**config.mk**
```make
export PLATFORM = sky130hd
export DESIGN_NAME = inst_fetch_unit
export DESIGN_NICKNAME = d
export VERILOG_FILES = /design/src/rtl/inst_fetch_unit.sv
export SDC_FILE = /design/constraint.sdc
export NUM_CORES = 1
export LEC_CHECK = 0
export ABC_AREA = 0
export CAP_MARGIN = 20
export CELL_PAD_IN_SITES_DETAIL_PLACEMENT = 0
export CELL_PAD_IN_SITES_GLOBAL_PLACEMENT = 1
export CORE_UTILIZATION = 42
export DETAILED_ROUTE_END_ITERATION = 6
export GPL_ROUTABILITY_DRIVEN = 0
export GPL_TIMING_DRIVEN = 0
export PLACE_DENSITY_LB_ADDON = 0.2
export SKIP_LAST_GASP = 1
export SLEW_MARGIN = 25
export SYNTH_ARGS = -nofsm -noshare
export SYNTH_HDL_FRONTEND = slang
export SYNTH_SLANG_ARGS = --single-unit
export TNS_END_PERCENT = 20
```
**constraint.sdc**
```tcl
create_clock -name clk -period 3.3 [get_ports clk]
set_input_delay 0.99 -clock clk [delete_from_list [all_inputs] [get_ports clk]]
set_output_delay 0.99 -clock clk [all_outputs]
set_load 0.03 [all_outputs]
```
**src/rtl/inst_fetch_unit.sv**
```systemverilog
// Instruction fetch front end: fetch PC register, combinational instruction memory read,
// and an in-order prefetch FIFO that hands {pc, inst} to decode with valid/ready.
module inst_fetch_unit #(
  parameter int          ADDR_W   = 6,
  parameter int          DEPTH    = 4,
  parameter logic [31:0] RESET_PC = 32'h0
) (
  input  logic                      clk,
  input  logic                      rst,
  output logic [ADDR_W-1:0]         imem_offset,
  input  logic [31:0]               imem_data,
  input  logic                      redirect_valid,
  input  logic [31:0]               redirect_pc,
  output logic                      out_valid,
  input  logic                      out_ready,
  output logic [31:0]               out_inst,
  output logic [31:0]               out_pc,
  output logic [$clog2(DEPTH):0]    fifo_count
);

  localparam int PTR_W = $clog2(DEPTH);
  localparam int CNT_W = PTR_W + 1;
  localparam logic [31:0] NOP_INST = 32'h0000_0013;

  logic [31:0]      fetch_pc_q, fetch_pc_d;
  logic [PTR_W-1:0] wr_ptr_q, wr_ptr_d;
  logic [PTR_W-1:0] rd_ptr_q, rd_ptr_d;
  logic [CNT_W-1:0] count_q, count_d;
  logic [31:0]      fifo_pc_q   [DEPTH];
  logic [31:0]      fifo_pc_d   [DEPTH];
  logic [31:0]      fifo_inst_q [DEPTH];
  logic [31:0]      fifo_inst_d [DEPTH];

  logic pop;
  logic push;

  // Offset comes only from the PC register, so there is no path from ready/redirect.
  assign imem_offset = fetch_pc_q[ADDR_W+1:2];

  assign out_valid  = (count_q != '0);
  assign out_pc     = out_valid ? fifo_pc_q[rd_ptr_q]   : 32'h0;
  assign out_inst   = out_valid ? fifo_inst_q[rd_ptr_q] : NOP_INST;
  assign fifo_count = count_q;

  assign pop  = out_valid & out_ready;
  assign push = !redirect_valid & ((count_q < CNT_W'(DEPTH)) | pop);

  always_comb begin
    fetch_pc_d  = fetch_pc_q;
    wr_ptr_d    = wr_ptr_q;
    rd_ptr_d    = rd_ptr_q;
    count_d     = count_q;
    fifo_pc_d   = fifo_pc_q;
    fifo_inst_d = fifo_inst_q;

    // A redirect flushes everything, including a pop offered in the same cycle.
    if (redirect_valid) begin
      fetch_pc_d = redirect_pc & 32'hFFFF_FFFC;
      wr_ptr_d   = '0;
      rd_ptr_d   = '0;
      count_d    = '0;
    end else begin
      if (push) begin
        fifo_pc_d[wr_ptr_q]   = fetch_pc_q;
        fifo_inst_d[wr_ptr_q] = imem_data;
        wr_ptr_d              = wr_ptr_q + 1'b1;
        fetch_pc_d            = fetch_pc_q + 32'd4;
      end
      if (pop) begin
        rd_ptr_d = rd_ptr_q + 1'b1;
      end
      if (push && !pop) begin
        count_d = count_q + 1'b1;
      end else if (pop && !push) begin
        count_d = count_q - 1'b1;
      end
    end
  end

  always_ff @(posedge clk) begin
    if (rst) begin
      fetch_pc_q  <= RESET_PC;
      wr_ptr_q    <= '0;
      rd_ptr_q    <= '0;
      count_q     <= '0;
      fifo_pc_q   <= '{default: '0};
      fifo_inst_q <= '{default: '0};
    end else begin
      fetch_pc_q  <= fetch_pc_d;
      wr_ptr_q    <= wr_ptr_d;
      rd_ptr_q    <= rd_ptr_d;
      count_q     <= count_d;
      fifo_pc_q   <= fifo_pc_d;
      fifo_inst_q <= fifo_inst_d;
    end
  end

endmodule

```
==> results.yml <==
run_status:
  status: "complete, but fails checks"
  violations: "negative setup slack"
layout:
  multi_input_area_mm2: 0.00620
  nets: 1749
  final_area_mm2: 0.0155
  seqCellArea_mm2: 0.00571
  drive_above_1_share_pct: 11.1
  fillers: 2870
  area_growth_pct: 22.9
clock_tree:
  numCtsBuffers: 31
  worstSkewPairLatency_ns: 0.56
  clockRootBuffer: "clkbuf_16"
  cts-htree-levels: 1
  clkTransAtPathRegs_ns: 0.06
  ctsHoldBuffers: 0
  clock-sinks: 285
  cts_buffer_depth: 3
  cts_tree: "done"
synthesis:
  synth_top_area_share_pct: 45.3
  async_reset_ff_share_pct: 0
  synthMuxAreaShare_pct: 11.4
  yosys-top-cells-area: "dfxtp_1 (45%), nand2_1 (16%), mux4_2 (11%)"
  synth_top_area_cell: "dfxtp_1"
  ys_ff_latch: 285
  synth_cell_types: 47
  synth.cell_area_mm2: 0.0126
  synthCells: 1505
  synth_top_family_by_area: "simple AND/OR/NAND/NOR gates"
  synth_compound_area_share_pct: 11.8
  synthTopCellsByCount: "nand2_1 (526), dfxtp_1 (285), a21oi_1 (260), clkbuf_1 (111), mux4_2 (62)"
  synth-adder-area-share_pct: 0.755
  dominantRegCellSynth: "dfxtp_1"
  synth.most_common_cell: "nand2_1"
  post_synth.cell_area_avg_um2: 8.37
  synth-edff-count: 0
  ys.warnings.count: 0
  synth_xor_area_share_pct: 2.09
  synth-simple-area-share_pct: 23.1
  ys_seq_area_share_pct: 45.3
die:
  die_width_um: 175
  die_area_mm2: 0.0307
  die_h_um: 175
  core_area_mm2: 0.0296
  start_util_pct: 42.6
  io-pin-count: 142
  rows: 63
sta:
  finalMaxSlewViolations: 0
  rsz0062_at_grt: "true"
  fin_worst_skew_ns: 0.0160
  max_freq_mhz: 300
  setup_viol_count_final: 4
  min_period_over_period_pct: 101
  tightest_slew_ns: 0.893
  setup_ws_ns: -0.0303
  period_minus_slack_ns: 3.33
  slew_headroom_pct: 39.9
  finalHoldViolations: 0
place:
  portBuffers: 136
  place_area_mm2: 0.0144
  hpwlAfterDp_mm: 26.8
worst_setup_path:
  path_cells: "buf_8 -> buf_8 -> mux4_2 -> and2_1 -> dlygate4sd2_1"
  cp_max_fo: 10
  crit_slowest_cell: "mux4_2"
  cpLargestDelayFamily: "buffers and inverters"
  slowest_delay_ns: 0.55
  cp.arrival_ns: 2.34
  crit_type: "reg -> out"
  endpoint_kind: "output pin"
  startpoint_type: "register"
  cp_num_buf_inv: 3
  worstPathRequired_ns: 2.31
  cp_common_cell: "buf_8"
pwr:
  finalPower_uw: 7920
  power_density_mw_per_mm2: 512
  power.leakage_uw: 0.00540
  peakVddDrop_mv: 0.377
global_routing:
  antenna_found_initial: 1
  grt_max_degree: 16
  first_global_vias: 10600
  grt_first_pass_wirelength_mm: 60.6
  grtUsageTotal_pct: 25.4
  grt_overflow: 0
drt:
  met3_length_mm: 2.35
  avgRoutedWirePerCell_um: 18.5
  drcViolationCount: 0
  routed.top_layer: "met4"
  drt_first_pass_iters: 7
  via_count: 10900
  via_per_inst: 5.24
  ant_nets: 0
  wl_mm: 38.5
  route.met2.wl_mm: 18.4
  wl_met1_mm: 17.0
  drt-initial-drc-count: 742
min_path:
  min_path_type: "reg -> reg"
flow_run:
  max_cap_viol_count: 0
## path summary, 6_finish.rpt
kind | from | endpoint | slack, ns | cells after the start
max | rd_ptr_q[0]$_SDFFE_PP0P_ | out_inst[13] | -0.03 | 5
min | fifo_inst_q[1]$_SDFFE_PP0P_ | fifo_inst_q[1]$_SDFFE_PP0P_ | 0.45 | 2
max reg2reg | fifo_count[2]$_SDFFE_PP0P_ | fifo_pc_q[61]$_SDFFE_PP0P_ | 0.75 | 7
min reg2reg | fifo_inst_q[1]$_SDFFE_PP0P_ | fifo_inst_q[1]$_SDFFE_PP0P_ | 0.45 | 2
## stage by stage
stage	hold WS, ns	worst slack, ns	setup TNS [ns]	util (%)	cells
global placement	0.438	-0.729	-108.86	48.9	2032
detailed placement	0.445	-0.698	-112.47	48.9	2032
finish	0.451	-0.0303	-0.0818	52.4	2086
floorplan	0.433	0.415	0	-	1506
global route	0.469	-0.0978	-3.26	52.3	2085
CTS	0.453	-0.0852	-2.06	52.4	2086
## area by class of cell
class | count | share of cell area (%)
Antenna cell | 1 | 0.0162
Sequential cell | 285 | 36.9
Clock buffer | 50 | 6.12
Timing Repair Buffer | 136 | 8.10
Clock inverter | 4 | 0.154
Buffer | 145 | 5.34
Tap cell | 390 | 3.15
Multi-Input combinational cell | 1067 | 40.0
Inverter | 8 | 0.210
## state kept, by name, indices dropped and copies added (netlist names)
signal	count
rd_ptr_q	2
fetch_pc_q	30
fifo_pc_q	120
fifo_inst_q	128
fifo_count	3
wr_ptr_q	2
## logic make-up after synthesis
family | count (synthesis)
buf+inv | 154
xor+xnor | 30
other cells | 1
simple gates | 676
fa+ha+maj | 7
compound gates | 286
flops | 285
mux | 66
## power breakdown
part	switching, uW	internal, uW	total [uW]
sequential	63.6	3540	3610
clock	1390	1940	3320
combinational	621	368	989
## routing by layer
metal	global-route usage, %	vias up
met2	43.2	321
met3	3.76	55
li1	-	5360
met5	0	-
met4	5.72	0
met1	34.0	5198
## cells in the final DEF, fill, tap and decap left out, types with 4 or more instances in the layout
cell             instances
or2_2                    4
buf_8                    6
inv_1                    7
clkbuf_2                18
clkbuf_1               109
and2_1                  60
ha_1                     6
mux2i_1                  4
or3_1                    4
a21oi_1                260
xnor2_1                 18
buf_4                   11
a211oi_1                12
buf_6                    6
xor2_1                  12
and3_1                   8
dlygate4sd2_1           42
o22ai_1                  4
dfxtp_1                285
clkbuf_8                16
nor4_1                   4
nor3_2                   4
nand3_1                  6
nor2_1                  29
a311oi_1                 4
mux4_2                  62
clkbuf_16               31
nand4_1                 12
clkdlybuf4s15_2          6
clkdlybuf4s50_1         73
buf_2                    6
nand2_1                526
o21ai_0                  4
## worst min-delay path: stages, from the launching register on
cell and delay [ns]:
dfxtp_1 0.30, nand2_1 0.05, a21oi_1 0.05
## what timing repair did
item / 4_1_cts / 5_1_grt
resized for setup: 131 / 37
pin swaps: 0 / 0
setup endpoints to repair: 63 / 146
buffers inserted: 0 / 0
Note: power is estimated with default switching activity, not from simulation.
